==> config.mk <==
export PLATFORM = sky130hd
export DESIGN_NAME = hex_word_emitter_flat
export DESIGN_NICKNAME = d
export VERILOG_FILES = /design/src/rtl/hex_word_emitter_if.sv /design/src/rtl/hex_word_emitter.sv /design/src/flat_wrapper.sv
export SDC_FILE = /design/constraint.sdc
export NUM_CORES = 1
export LEC_CHECK = 0
export ABC_AREA = 1
export BUFFER_PORTS_ARGS = -buffer_cell sky130_fd_sc_hd__buf_4
export CELL_PAD_IN_SITES_DETAIL_PLACEMENT = 1
export CELL_PAD_IN_SITES_GLOBAL_PLACEMENT = 1
export CORE_UTILIZATION = 39
export DETAILED_ROUTE_END_ITERATION = 8
export GPL_TIMING_DRIVEN = 0
export HOLD_SLACK_MARGIN = 0.15
export PLACE_DENSITY_LB_ADDON = 0.3
export SLEW_MARGIN = 40
export SYNTH_ARGS = -nofsm -noshare
export SYNTH_HDL_FRONTEND = slang
export SYNTH_SLANG_ARGS = --single-unit
export TNS_END_PERCENT = 50
==> constraint.sdc <==
create_clock -name clk -period 2.7 [get_ports clk]
set_clock_uncertainty 0.2 [all_clocks]
set_input_delay 0.54 -clock clk [delete_from_list [all_inputs] [get_ports clk]]
set_output_delay 0.54 -clock clk [all_outputs]
set_load 0.05 [all_outputs]
==> src/rtl/hex_word_emitter_if.sv <==
// Handshake bundle between a word source, the hex emitter and the UART byte transmitter.
// The slave view is the emitter; the master view drives words in and accepts bytes out.
interface hex_word_emitter_if #(
    parameter int WORD_WIDTH = 16
);
    logic [WORD_WIDTH-1:0] in_word;
    logic                  in_valid;
    logic                  in_ready;
    logic [7:0]            out_byte;
    logic                  out_valid;
    logic                  out_ready;
    logic                  busy;

    modport slave (
        input  in_word,
        input  in_valid,
        input  out_ready,
        output in_ready,
        output out_byte,
        output out_valid,
        output busy
    );

    modport master (
        output in_word,
        output in_valid,
        output out_ready,
        input  in_ready,
        input  out_byte,
        input  out_valid,
        input  busy
    );
endinterface

==> src/rtl/hex_word_emitter.sv <==
// Streams one word as lowercase ASCII hex, most significant nibble first,
// with an optional CR LF trailer.
module hex_word_emitter #(
    parameter int WORD_WIDTH = 16,
    parameter bit EMIT_CRLF  = 1'b1
) (
    input  logic              clk,
    input  logic              reset,
    hex_word_emitter_if.slave bus
);
    localparam int NDIG  = WORD_WIDTH / 4;
    localparam int CNT_W = (NDIG > 1) ? $clog2(NDIG) : 1;

    typedef enum logic [1:0] {
        IDLE,
        DIGIT,
        CR,
        LF
    } state_t;

    state_t                r_state;
    state_t                w_state_nxt;
    logic [WORD_WIDTH-1:0] r_shift;
    logic [CNT_W-1:0]      r_cnt;
    logic [3:0]            w_nibble;
    logic [7:0]            w_byte;
    logic                  w_in_ready;
    logic                  w_out_valid;
    logic                  w_accept;
    logic                  w_xfer;

    // Outputs depend only on registered state, so there is no in->out combinational path.
    assign w_in_ready  = (r_state == IDLE) && !reset;
    assign w_out_valid = (r_state != IDLE);
    assign w_accept    = bus.in_valid && w_in_ready;
    assign w_xfer      = w_out_valid && bus.out_ready;
    assign w_nibble    = r_shift[WORD_WIDTH-1 -: 4];

    assign bus.in_ready  = w_in_ready;
    assign bus.out_valid = w_out_valid;
    assign bus.busy      = w_out_valid;
    assign bus.out_byte  = w_byte;

    always_comb begin
        w_state_nxt = r_state;
        w_byte      = 8'h00;
        case (r_state)
            IDLE: begin
                if (w_accept) begin
                    w_state_nxt = DIGIT;
                end
            end
            DIGIT: begin
                if (w_nibble < 4'd10) begin
                    w_byte = 8'h30 + {4'h0, w_nibble};
                end else begin
                    w_byte = 8'h57 + {4'h0, w_nibble};
                end
                if (w_xfer && (r_cnt == '0)) begin
                    w_state_nxt = EMIT_CRLF ? CR : IDLE;
                end
            end
            CR: begin
                w_byte = 8'h0d;
                if (w_xfer) begin
                    w_state_nxt = LF;
                end
            end
            LF: begin
                w_byte = 8'h0a;
                if (w_xfer) begin
                    w_state_nxt = IDLE;
                end
            end
            default: begin
                w_state_nxt = IDLE;
            end
        endcase
    end

    always_ff @(posedge clk) begin
        if (reset) begin
            r_state <= IDLE;
            r_shift <= '0;
            r_cnt   <= '0;
        end else begin
            r_state <= w_state_nxt;
            if (w_accept) begin
                r_shift <= bus.in_word;
                r_cnt   <= CNT_W'(NDIG - 1);
            end else if (w_xfer && (r_state == DIGIT)) begin
                r_shift <= r_shift << 4;
                if (r_cnt != '0) begin
                    r_cnt <= r_cnt - 1'b1;
                end
            end
        end
    end
endmodule

==> src/flat_wrapper.sv <==
// flat-port wrapper written by rule: the top's interface ports become plain ports
module hex_word_emitter_flat 
#(
    parameter int WORD_WIDTH = 16,
    parameter bit EMIT_CRLF  = 1'b1
)
  (clk, reset, bus_in_word, bus_in_valid, bus_out_ready, bus_in_ready, bus_out_byte, bus_out_valid, bus_busy);
  hex_word_emitter_if #(.WORD_WIDTH(WORD_WIDTH)) bus_i ();
  input  logic clk;
  input  logic reset;
  input wire logic [$bits(bus_i.in_word)-1:0] bus_in_word;
  input wire logic [$bits(bus_i.in_valid)-1:0] bus_in_valid;
  input wire logic [$bits(bus_i.out_ready)-1:0] bus_out_ready;
  output wire logic [$bits(bus_i.in_ready)-1:0] bus_in_ready;
  output wire logic [$bits(bus_i.out_byte)-1:0] bus_out_byte;
  output wire logic [$bits(bus_i.out_valid)-1:0] bus_out_valid;
  output wire logic [$bits(bus_i.busy)-1:0] bus_busy;
  assign bus_i.in_word = bus_in_word;
  assign bus_i.in_valid = bus_in_valid;
  assign bus_i.out_ready = bus_out_ready;
  assign bus_in_ready = bus_i.in_ready;
  assign bus_out_byte = bus_i.out_byte;
  assign bus_out_valid = bus_i.out_valid;
  assign bus_busy = bus_i.busy;
  hex_word_emitter #(.WORD_WIDTH(WORD_WIDTH), .EMIT_CRLF(EMIT_CRLF)) u_core (.clk(clk), .reset(reset), .bus(bus_i));
endmodule
==> metrics.csv, run 1 <==
stage,metric,value,unit
cells_and_area,most frequent cells in the layout,"60 x nand2_1, 35 x nand3_1, 32 x buf_4",
sta,endpoints failing hold,0,
routing,final wirelength,3390,um
sta,worst hold margin,0.2260,ns
synthesis,yosys warns,0,
floorplan,I/O pins,31,
synthesis,Post-Syn Area per Cell,6.577,um2
worst_setup_path,CP startpoint kind,flop,
cells_and_area,diode count,0,
sta,setup TNS,0,ns
grt,grt peak-use layer,met2,
worst_setup_path,CP Capture Type,output pin,
worst_setup_path,Critical Path Fanout Max,10,
placement,DPL Wire Length,2543,um
cells_and_area,nets@finish,263,
floorplan,DIE AREA,0.003661,mm2
pwr,internal power,0.7222,mW
placement,Post-DP Area,0.001612,mm2
worst_setup_path,crit path DAT,1.75,ns
clock_network,total setup buffers inserted after CTS,0,
sta,Fmax,0.4011,GHz
cells_and_area,layout cells sized above 1,24.68,%
grt,first-pass GRT wire length,5692,um
clock_network,Worst-Skew Late Latency,0.31,ns
clock_network,htree depth,1,
grt,Global Route met1 Usage,26.69,%
routing,1st-iter DRT viols,54,
pwr,worst vdd ir,0.0003082,V
synthesis,Mapped Nets,230,
sta,RSZ-0062 raised after global routing,false,
grt,grt ovf,0,
pwr,Net Sw Frac,51.28,%
sta,post-route worst setup slack,0.2069,ns
floorplan,CORE AREA,0.003153,mm2
clock_network,TritonCTS buffer count,3,
clock_network,CTS tree,done,
sta,post-layout minimum cycle time,2.493,ns
floorplan,FP Rows,20,
synthesis,dominant cell type by area after synthesis,dfxtp_1,
routing,Wirelength per Cell,12.15,um
pwr,Flop pwr share,24.7,%
floorplan,Starting Density,42.34,%
synthesis,sequential element share of the synthesized area,29.99,%
routing,Initial DRT Pass Iterations,4,
grt,vias in the first global route,1263,
worst_setup_path,"CP delay by family, top",buffers and inverters,
worst_setup_path,"Buf+Inv Stages, Crit Path",4,
sta,Final setup violation count,0,
cells_and_area,Area Overhead vs Synth,23.62,%
synthesis,leading post-synthesis cells by cell area,"dfxtp_1 30%, nand2_1 17%, nand3_1 13%",
routing,DR vias,1345,
placement,DP Worst Slack,0.4337,ns
grt,met2 usage,36.73,%
grt,largest net degree at the start of global routing,12,
sta,Slew @ Worst Pin,0.5312,ns
clock_network,Root Driver,clkbuf_4,
clock_network,CTS sink count,20,
routing,Vias per Instance,4.821,
worst_setup_path,Crit Path Category,flop to output pin,
floorplan,Die X,60.51,um
clock_network,clk slew on worst S/H paths,0.12,ns
synthesis,synthesized cell area,0.001335,mm2
synthesis,count of different cell masters after synthesis,23,
grt,antenna violations before repair,0,
run_status,status,"complete, no violations",
placement,port buffer count,28,
routing,number of remaining DRC errors,0,
cells_and_area,"most common cell after layout, fill and taps aside",nand2_1,
job,Max-cap violations,0,
hold_path,Hold WC Path Type,input pin to flop,
worst_setup_path,slowest CP cell,dfxtp_1,
pwr,Comb power frac,63.2,%
pwr,Leak,0.7745,nW
synthesis,Mapped Cells,203,
grt,GR Util met3,2.559,%
sta,Max Slew Vio Count,0,
routing,Final ANT Viol Nets,0,
worst_setup_path,CP Data Required Time,1.96,ns
synthesis,register bit total from synthesis,20,
cells_and_area,"Core Util, Final",52.34,%
sta,period utilisation layout,92.34,%
synthesis,top cell type's share of synthesized area,29.99,%
worst_setup_path,largest stage delay on the critical path,0.37,ns
pwr,Power Density,898.3,mW/mm2
sta,Slew headroom,64.59,%
floorplan,die height,60.51,um
pwr,Clock Power Share,12.1,%
pwr,Net Switching,0.7602,mW
clock_network,Bufs on Longest Clock Path,2,
grt,GR Util All Layers,20.96,%
cells_and_area,design area,0.001650,mm2
placement,gpl congestion,0.7434,
worst_setup_path,CP Cell Sequence,inv_2 -> ha_1 -> buf_4 -> inv_1 -> a21oi_1 -> nand2_1 -> a21oi_1 -> buf_4,
-- layout make-up --
class	instances	area, um2
fillers	437	1503
multi-input cells	145	757.0
flip-flops and latches	20	400.4
repair buffers	28	210.2
inverters	26	97.59
plain buffers	12	93.84
well taps	44	55.05
clock buffers	4	36.28
-- what timing repair did --
item,in CTS,in global routing
hold endpoints to repair,0,0
gates resized for setup,0,3
setup endpoints to repair,0,4
hold buffers,0,0
-- worst paths after layout --
| check | slack, ns | cells after the start | start | to |
|---|---|---|---|---|
| setup reg to reg | 0.73 | 7 | u_core.r_state[0] | u_core.r_shift[2] |
| setup / recovery | 0.21 | 8 | u_core.r_state[1] | bus_out_byte[1] |
| hold / removal | 0.23 | 2 | reset | u_core.r_shift[12] |
| hold reg to reg | 0.29 | 2 | u_core.r_shift[1] | u_core.r_shift[1] |
-- power by group through the flow --
stage                     Sequential, mW  Combinational (mW)  Clock (mW)
after floorplan                    0.364               0.709           0
final                              0.366               0.937       0.180
after CTS                          0.365               0.941       0.183
after global placement             0.370               0.921           0
after detailed placement           0.371               0.938           0
after global routing               0.372                1.03       0.199
-- cells by family after synthesis --
kind of cell               Yosys count  synth area share, %
AOI/OAI and AO/OA                   23                9.654
xor gates and xnor gates             1               0.6562
adders and majority gates            7                6.560
buffers and inverters               38                14.15
DFF                                 20                29.99
other                                1               0.2809
and+or+nand+nor                    113                38.71
-- layer usage --
metal	routed length [um]	part of all wire, %	vias to the layer above
met5	0	0	-
met2	1633	48	23
met4	33	0.97	0
met3	90	2.7	4
met1	1632	48	609
li1	-	-	709
-- synth_stat cells --
cell / number
nor2_2: 1
nand3_4: 1
o21ai_0: 4
dfxtp_1: 20
a21oi_2: 3
nor2_4: 1
conb_1: 1
nand2_4: 2
nand3_1: 35
ha_1: 7
clkbuf_1: 1
inv_2: 3
o22ai_1: 1
a21oi_1: 14
buf_4: 3
nor2_1: 9
inv_1: 23
buf_6: 4
xor2_1: 1
nand4_1: 4
buf_2: 4
a31oi_1: 1
nand2_1: 60
-- registers in the layout, summed over array words and instances, names as in the netlist --
| signal | flops |
|---|---|
| u_core.r_state | 2 |
| u_core.r_cnt | 2 |
| u_core.r_shift | 16 |
-- through the flow --
stage / std cells / power (mW)
after floorplan: 203 / 1.073
after global placement: 275 / 1.290
after detailed placement: 275 / 1.309
after CTS: 279 / 1.489
after global routing: 279 / 1.604
final: 279 / 1.482
Power figures use the tool's default switching activity.
==> inputs of run 2 (changes only) <==
--- a/config.mk
+++ b/config.mk
@@ -9,6 +9,7 @@
 export BUFFER_PORTS_ARGS = -buffer_cell sky130_fd_sc_hd__buf_4
 export CELL_PAD_IN_SITES_DETAIL_PLACEMENT = 1
 export CELL_PAD_IN_SITES_GLOBAL_PLACEMENT = 1
+export CORE_MARGIN = 2
 export CORE_UTILIZATION = 39
 export DETAILED_ROUTE_END_ITERATION = 8
 export GPL_TIMING_DRIVEN = 0
==> run 2 against run 1 <==
  * Die area rose by 6.7%
  * First-iteration DRC count fell by 52%
  * Non-clock buffer count did not move
  * Flip-flop and latch count did not move
  * Largest power group unchanged
  * Wire length rose by 3.4%
==> metrics.csv, run 2 (synthesized netlist as in run 1, its figures left out) <==
stage,metric,value,unit,change
cells_and_area,most frequent cells in the layout,"60 x nand2_1, 35 x nand3_1, 32 x buf_4",,unchanged
grt,largest net degree at the start of global routing,13,,was 12
sta,RSZ-0062 raised after global routing,false,,unchanged
placement,port buffer count,28,,unchanged
floorplan,FP Rows,21,,was 20
pwr,Leak,0.7815,nW,was 0.7745 nW
cells_and_area,filler instances,471,,was 437
routing,Wirelength per Cell,12.47,um,was 12.15 um
sta,Slew @ Worst Pin,0.5233,ns,was 0.5312 ns
run_status,status,"complete, no violations",,unchanged
grt,first-pass GRT wire length,6223,um,was 5692 um
grt,vias in the first global route,1374,,was 1263
routing,DR vias,1377,,was 1345
floorplan,Starting Density,40.33,%,was 42.34%
sta,Slew headroom,65.11,%,was 64.59%
cells_and_area,multi-input logic area,757.0,um2,unchanged
sta,setup TNS,0,ns,unchanged
grt,antenna violations before repair,0,,unchanged
cells_and_area,"non-filler cells, final",281,,was 279
sta,period utilisation layout,92.82,%,was 92.34%
cells_and_area,top flop regs,"u_core.r_shift (16), u_core.r_cnt (2), u_core.r_state (2)",,unchanged
worst_setup_path,CP startpoint kind,flop,,unchanged
routing,1st-iter DRT viols,26,,was 54
clock_network,Worst-Skew Late Latency,0.32,ns,was 0.31 ns
worst_setup_path,crit path DAT,1.77,ns,was 1.75 ns
cells_and_area,"most common cell after layout, fill and taps aside",nand2_1,,unchanged
worst_setup_path,CP Data Required Time,1.96,ns,about the same
cells_and_area,nets@finish,263,,unchanged
floorplan,Die X,62.51,um,was 60.51 um
sta,Fmax,0.3990,GHz,was 0.4011 GHz
cells_and_area,Area Overhead vs Synth,25.02,%,was 23.62%
worst_setup_path,CP Capture Type,output pin,,unchanged
worst_setup_path,Critical Path Fanout Max,10,,unchanged
placement,DP Worst Slack,0.4341,ns,was 0.4337 ns
cells_and_area,max FFs per register,16,,unchanged
routing,Vias per Instance,4.900,,was 4.821
pwr,Pwr Total,1.554,mW,was 1.482 mW
sta,post-layout minimum cycle time,2.506,ns,was 2.493 ns
routing,Final ANT Viol Nets,0,,unchanged
cells_and_area,layout cells sized above 1,24.68,%,unchanged
hold_path,Hold WC Path Type,input pin to flop,,unchanged
routing,number of remaining DRC errors,0,,unchanged
sta,endpoints failing hold,0,,unchanged
placement,DPL Wire Length,2632,um,was 2543 um
clock_network,TritonCTS buffer count,3,,unchanged
clock_network,Bufs on Longest Clock Path,2,,unchanged
clock_network,htree depth,1,,unchanged
placement,gpl congestion,0.7325,,was 0.7434
cells_and_area,storage element area,400.4,um2,unchanged
cells_and_area,diode count,0,,unchanged
routing,Initial DRT Pass Iterations,4,,unchanged
floorplan,I/O pins,31,,unchanged
floorplan,DIE AREA,0.003907,mm2,was 0.003661 mm2
sta,post-route worst setup slack,0.1938,ns,was 0.2069 ns
placement,number of cells after detailed placement,277,,was 275
sta,Max Slew Vio Count,0,,unchanged
clock_network,CTS tree,done,,unchanged
floorplan,die height,62.51,um,was 60.51 um
pwr,Power Density,931.1,mW/mm2,was 898.3 mW/mm2
clock_network,clk slew on worst S/H paths,0.13,ns,was 0.12 ns
routing,final wirelength,3505,um,was 3390 um
floorplan,CORE AREA,0.003311,mm2,was 0.003153 mm2
pwr,worst vdd ir,0.0003612,V,was 0.0003082 V
clock_network,CTS sink count,20,,unchanged
cells_and_area,Top reg by flops,u_core.r_shift,,unchanged
job,Max-cap violations,0,,unchanged
clock_network,Root Driver,clkbuf_4,,unchanged
sta,worst hold margin,0.2188,ns,was 0.2260 ns
grt,grt ovf,0,,unchanged
grt,GR Util All Layers,19.78,%,was 20.96%
sta,Final setup violation count,0,,unchanged
worst_setup_path,Crit Path Category,flop to output pin,,unchanged
-- run 2: final timing paths --
| check | to | cells after the start | from | slack (ns) |
|---|---|---|---|---|
| worst max register to register | u_core.r_shift[6] | 7 | u_core.r_state[0] | 0.73 |
| worst min-delay path | u_core.r_shift[12] | 2 | reset | 0.22 |
| worst max-delay path | bus_in_ready | 6 | u_core.r_state[0] | 0.19 |
| worst min register to register | u_core.r_shift[0] | 2 | u_core.r_shift[0] | 0.29 |
-- run 2: report_power, final --
group | internal [mW] | leakage (nW) | switching [mW]
clock | 0.150 | 0.0279 | 0.103
sequential | 0.334 | 0.163 | 0.0327
combinational | 0.307 | 0.591 | 0.628
-- run 2: cell type report --
cell class	instances	share of cell area, %
flip-flops and latches	20	23.99
repair buffers	28	12.59
well taps	46	3.448
clock inverters	1	1.799
inverters	26	5.847
plain buffers	12	5.622
multi-input cells	145	45.35
clock buffers	3	1.349
-- run 2: metrics by stage --
| step | util (%) | area, um2 |
|---|---|---|
| global route | 50.42 | 1669 |
| floorplan | - | 1346 |
| finish | 50.42 | 1669 |
| CTS | 50.34 | 1667 |
| detailed placement | 48.75 | 1614 |
| global placement | 48.75 | 1614 |
-- run 2: critical path, cell delays in order, from the launching register on --
cell     delay [ns]
dfxtp_1        0.37
inv_1          0.17
ha_1           0.31
inv_2          0.11
nor2_4         0.13
buf_6          0.16
buf_4          0.20
-- run 2: layer usage --
layer  vias up  track usage (%)  share of wire [%]
met3         5            1.982                2.3
met4         0            5.833                1.2
li1        708                -                  -
met5         -                0                  0
met2        21            36.29                 51
met1       643            24.28                 45
-- run 2: what timing repair did --
action / in CTS / in global routing
setup endpoints to repair: 0 / 3
hold buffers: 0 / 0
endpoints found under the hold margin: 0 / 0
resized for setup: 0 / 3
setup buffers: 0 / 0
==> inputs of run 3 (changes only) <==
--- a/config.mk
+++ b/config.mk
@@ -15,8 +15,9 @@
 export GPL_TIMING_DRIVEN = 0
 export HOLD_SLACK_MARGIN = 0.15
 export PLACE_DENSITY_LB_ADDON = 0.3
+export RECOVER_POWER = 100
 export SLEW_MARGIN = 40
 export SYNTH_ARGS = -nofsm -noshare
 export SYNTH_HDL_FRONTEND = slang
 export SYNTH_SLANG_ARGS = --single-unit
-export TNS_END_PERCENT = 50
+export TNS_END_PERCENT = 30
==> run 3 against run 2 <==
  * Sequential power about the same
  * Cell area down 2.5%
  * Utilization down 1.3 points
  * Worst hold slack better by 0.012 ns
  * Non-clock buffer count unchanged
  * Global-route usage unchanged
  * Wire length up 0.37%
  * First-iteration DRC count down 23%
  * Combinational power down 5.7%
  * Cell count unchanged
  * Flip-flop and latch count unchanged
==> metrics.csv, run 3 (synthesized netlist as in run 1, its figures left out) <==
stage,metric,value,unit,change
cells_and_area,nets@finish,263,,unchanged
sta,setup TNS,0,ns,unchanged
worst_setup_path,Critical Path Fanout Max,5,,was 10
cells_and_area,layout cells sized above 1,22.55,%,was 24.68%
cells_and_area,"most common cell after layout, fill and taps aside",nand2_1,,unchanged
cells_and_area,most frequent cells in the layout,"61 x nand2_1, 35 x nand3_1, 22 x inv_1, 22 x buf_4, 20 x dfxtp_1",,"was 60 x nand2_1, 35 x nand3_1, 32 x buf_4"
placement,gpl congestion,0.7325,,unchanged
placement,Post-DP Area,0.001614,mm2,unchanged
worst_setup_path,Crit Path Category,flop to output pin,,unchanged
cells_and_area,design area,0.001627,mm2,was 0.001669 mm2
worst_setup_path,crit path DAT,1.78,ns,was 1.77 ns
routing,number of remaining DRC errors,0,,unchanged
pwr,Net Switching,0.7531,mW,was 0.7632 mW
clock_network,total setup buffers inserted after CTS,0,,unchanged
sta,RSZ-0062 raised after global routing,false,,unchanged
routing,Initial DRT Pass Iterations,4,,unchanged
sta,Fmax,0.3969,GHz,was 0.3990 GHz
clock_network,clk slew on worst S/H paths,0.13,ns,about the same
clock_network,TritonCTS buffer count,3,,unchanged
floorplan,CORE AREA,0.003311,mm2,unchanged
grt,GR Util met3,1.982,%,unchanged
routing,Vias per Instance,4.840,,was 4.900
pwr,internal power,0.7494,mW,was 0.7909 mW
sta,worst hold margin,0.2303,ns,was 0.2188 ns
floorplan,I/O pins,31,,unchanged
pwr,Net Sw Frac,50.12,%,was 49.11%
worst_setup_path,CP Data Required Time,1.96,ns,about the same
clock_network,Bufs on Longest Clock Path,2,,unchanged
routing,final wirelength,3518,um,was 3505 um
worst_setup_path,CP startpoint kind,flop,,unchanged
grt,GR Util All Layers,19.78,%,unchanged
floorplan,die height,62.51,um,unchanged
cells_and_area,Area Overhead vs Synth,21.84,%,was 25.02%
floorplan,Starting Density,40.33,%,unchanged
sta,endpoints failing hold,0,,unchanged
grt,first-pass GRT wire length,6223,um,unchanged
pwr,worst vdd ir,0.0003539,V,was 0.0003612 V
pwr,Flop pwr share,24.4,%,was 23.6%
grt,grt peak-use layer,met2,,unchanged
routing,Final ANT Viol Nets,0,,unchanged
pwr,Comb power frac,58.7,%,was 60.1%
clock_network,Root Driver,clkbuf_4,,unchanged
clock_network,# hold bufs at CTS,0,,unchanged
routing,1st-iter DRT viols,20,,was 26
sta,Final setup violation count,0,,unchanged
floorplan,Die X,62.51,um,unchanged
routing,Wirelength per Cell,12.52,um,was 12.47 um
floorplan,FP Rows,21,,unchanged
placement,DPL Wire Length,2632,um,unchanged
clock_network,Worst-Skew Late Latency,0.31,ns,was 0.32 ns
cells_and_area,diode count,0,,unchanged
clock_network,Post-CTS Resized,0,,unchanged
grt,antenna violations before repair,0,,unchanged
hold_path,Hold WC Path Type,input pin to flop,,unchanged
pwr,Power Density,923.8,mW/mm2,was 931.1 mW/mm2
clock_network,CTS sink count,20,,unchanged
grt,grt ovf,0,,unchanged
placement,port buffer count,28,,unchanged
cells_and_area,storage element area,400.4,um2,unchanged
clock_network,htree depth,1,,unchanged
cells_and_area,"Core Util, Final",49.13,%,was 50.42%
sta,period utilisation layout,93.31,%,was 92.82%
cells_and_area,filler instances,471,,unchanged
pwr,Leak,0.7602,nW,was 0.7815 nW
clock_network,CTS tree,done,,unchanged
sta,Max Slew Vio Count,0,,unchanged
grt,met2 usage,36.29,%,unchanged
routing,DR vias,1360,,was 1377
cells_and_area,top flop regs,"u_core.r_shift (16), u_core.r_cnt (2), u_core.r_state (2)",,unchanged
job,Max-cap violations,0,,unchanged
sta,post-layout minimum cycle time,2.519,ns,was 2.506 ns
run_status,status,"complete, no violations",,unchanged
cells_and_area,max FFs per register,16,,unchanged
floorplan,DIE AREA,0.003907,mm2,unchanged
grt,largest net degree at the start of global routing,13,,unchanged
cells_and_area,multi-input logic area,739.5,um2,was 757.0 um2
grt,vias in the first global route,1374,,unchanged
cells_and_area,Top reg by flops,u_core.r_shift,,unchanged
pwr,Clock Power Share,16.9,%,was 16.3%
grt,Global Route met1 Usage,24.28,%,unchanged
worst_setup_path,CP Capture Type,output pin,,unchanged
==> run 3: cell count changes in the layout (fill, tap and decap cells not counted) <==
cell | previous run | this run
clkbuf_4 | 3 | 6
nand2_1 | 60 | 61
buf_2 | 3 | 4
a21oi_1 | 14 | 16
nor2_2 | 3 | 2
buf_4 | 32 | 22
clkbuf_1 | 1 | 2
nand2_4 | 2 | 1
clkbuf_2 | 0 | 6
buf_6 | 4 | 3
nor2_1 | 7 | 8
a21oi_2 | 3 | 1
==> run 3: routing by layer <==
metal	vias to the layer above	routed length, um
met4	0	15
li1	708	-
met2	18	1827
met5	-	0
met1	632	1600
met3	2	75
==> run 3: through the flow <==
step,power (mW),std cells,setup slack [ns]
2_1_floorplan,1.073,203,0.03916
3_3_place_gp,1.288,277,0.4783
3_5_place_dp,1.308,277,0.4341
4_1_cts,1.565,281,0.07353
5_1_grt,1.624,281,0.02692
6_report,1.503,281,0.1807
==> run 3: power groups by stage <==
stage               Combinational, mW  Clock, mW  Sequential [mW]
CTS                             0.940      0.259            0.366
global route                    0.981      0.271            0.372
floorplan                       0.709          0            0.364
global placement                0.919          0            0.369
detailed placement              0.936          0            0.372
finish                          0.882      0.254            0.367
==> run 3: cell type report <==
| type | count | share of cell area, % |
|---|---|---|
| clock inverter | 1 | 1.846 |
| sequential | 20 | 24.62 |
| timing repair buffer | 28 | 12.00 |
| multi-input combinational | 145 | 45.46 |
| clock buffer | 3 | 1.385 |
| tap | 46 | 3.538 |
| buffer | 12 | 5.154 |
| inverter | 26 | 6.000 |
==> run 3: critical path, stage by stage (launching register included) <==
cell     delay, ns
dfxtp_1       0.43
inv_1         0.14
ha_1          0.28
nor2_2        0.18
inv_1         0.09
o22ai_2       0.08
buf_2         0.28
==> run 3: path summary, 6_finish.rpt <==
kind / start / endpoint / slack [ns] / depth (start not counted)
hold reg to reg: u_core.r_shift[0] / u_core.r_shift[0] / 0.29 / 2
setup / recovery: u_core.r_state[0] / bus_out_byte[3] / 0.18 / 6
setup reg to reg: u_core.r_state[0] / u_core.r_shift[6] / 0.38 / 7
hold / removal: reset / u_core.r_shift[14] / 0.23 / 2
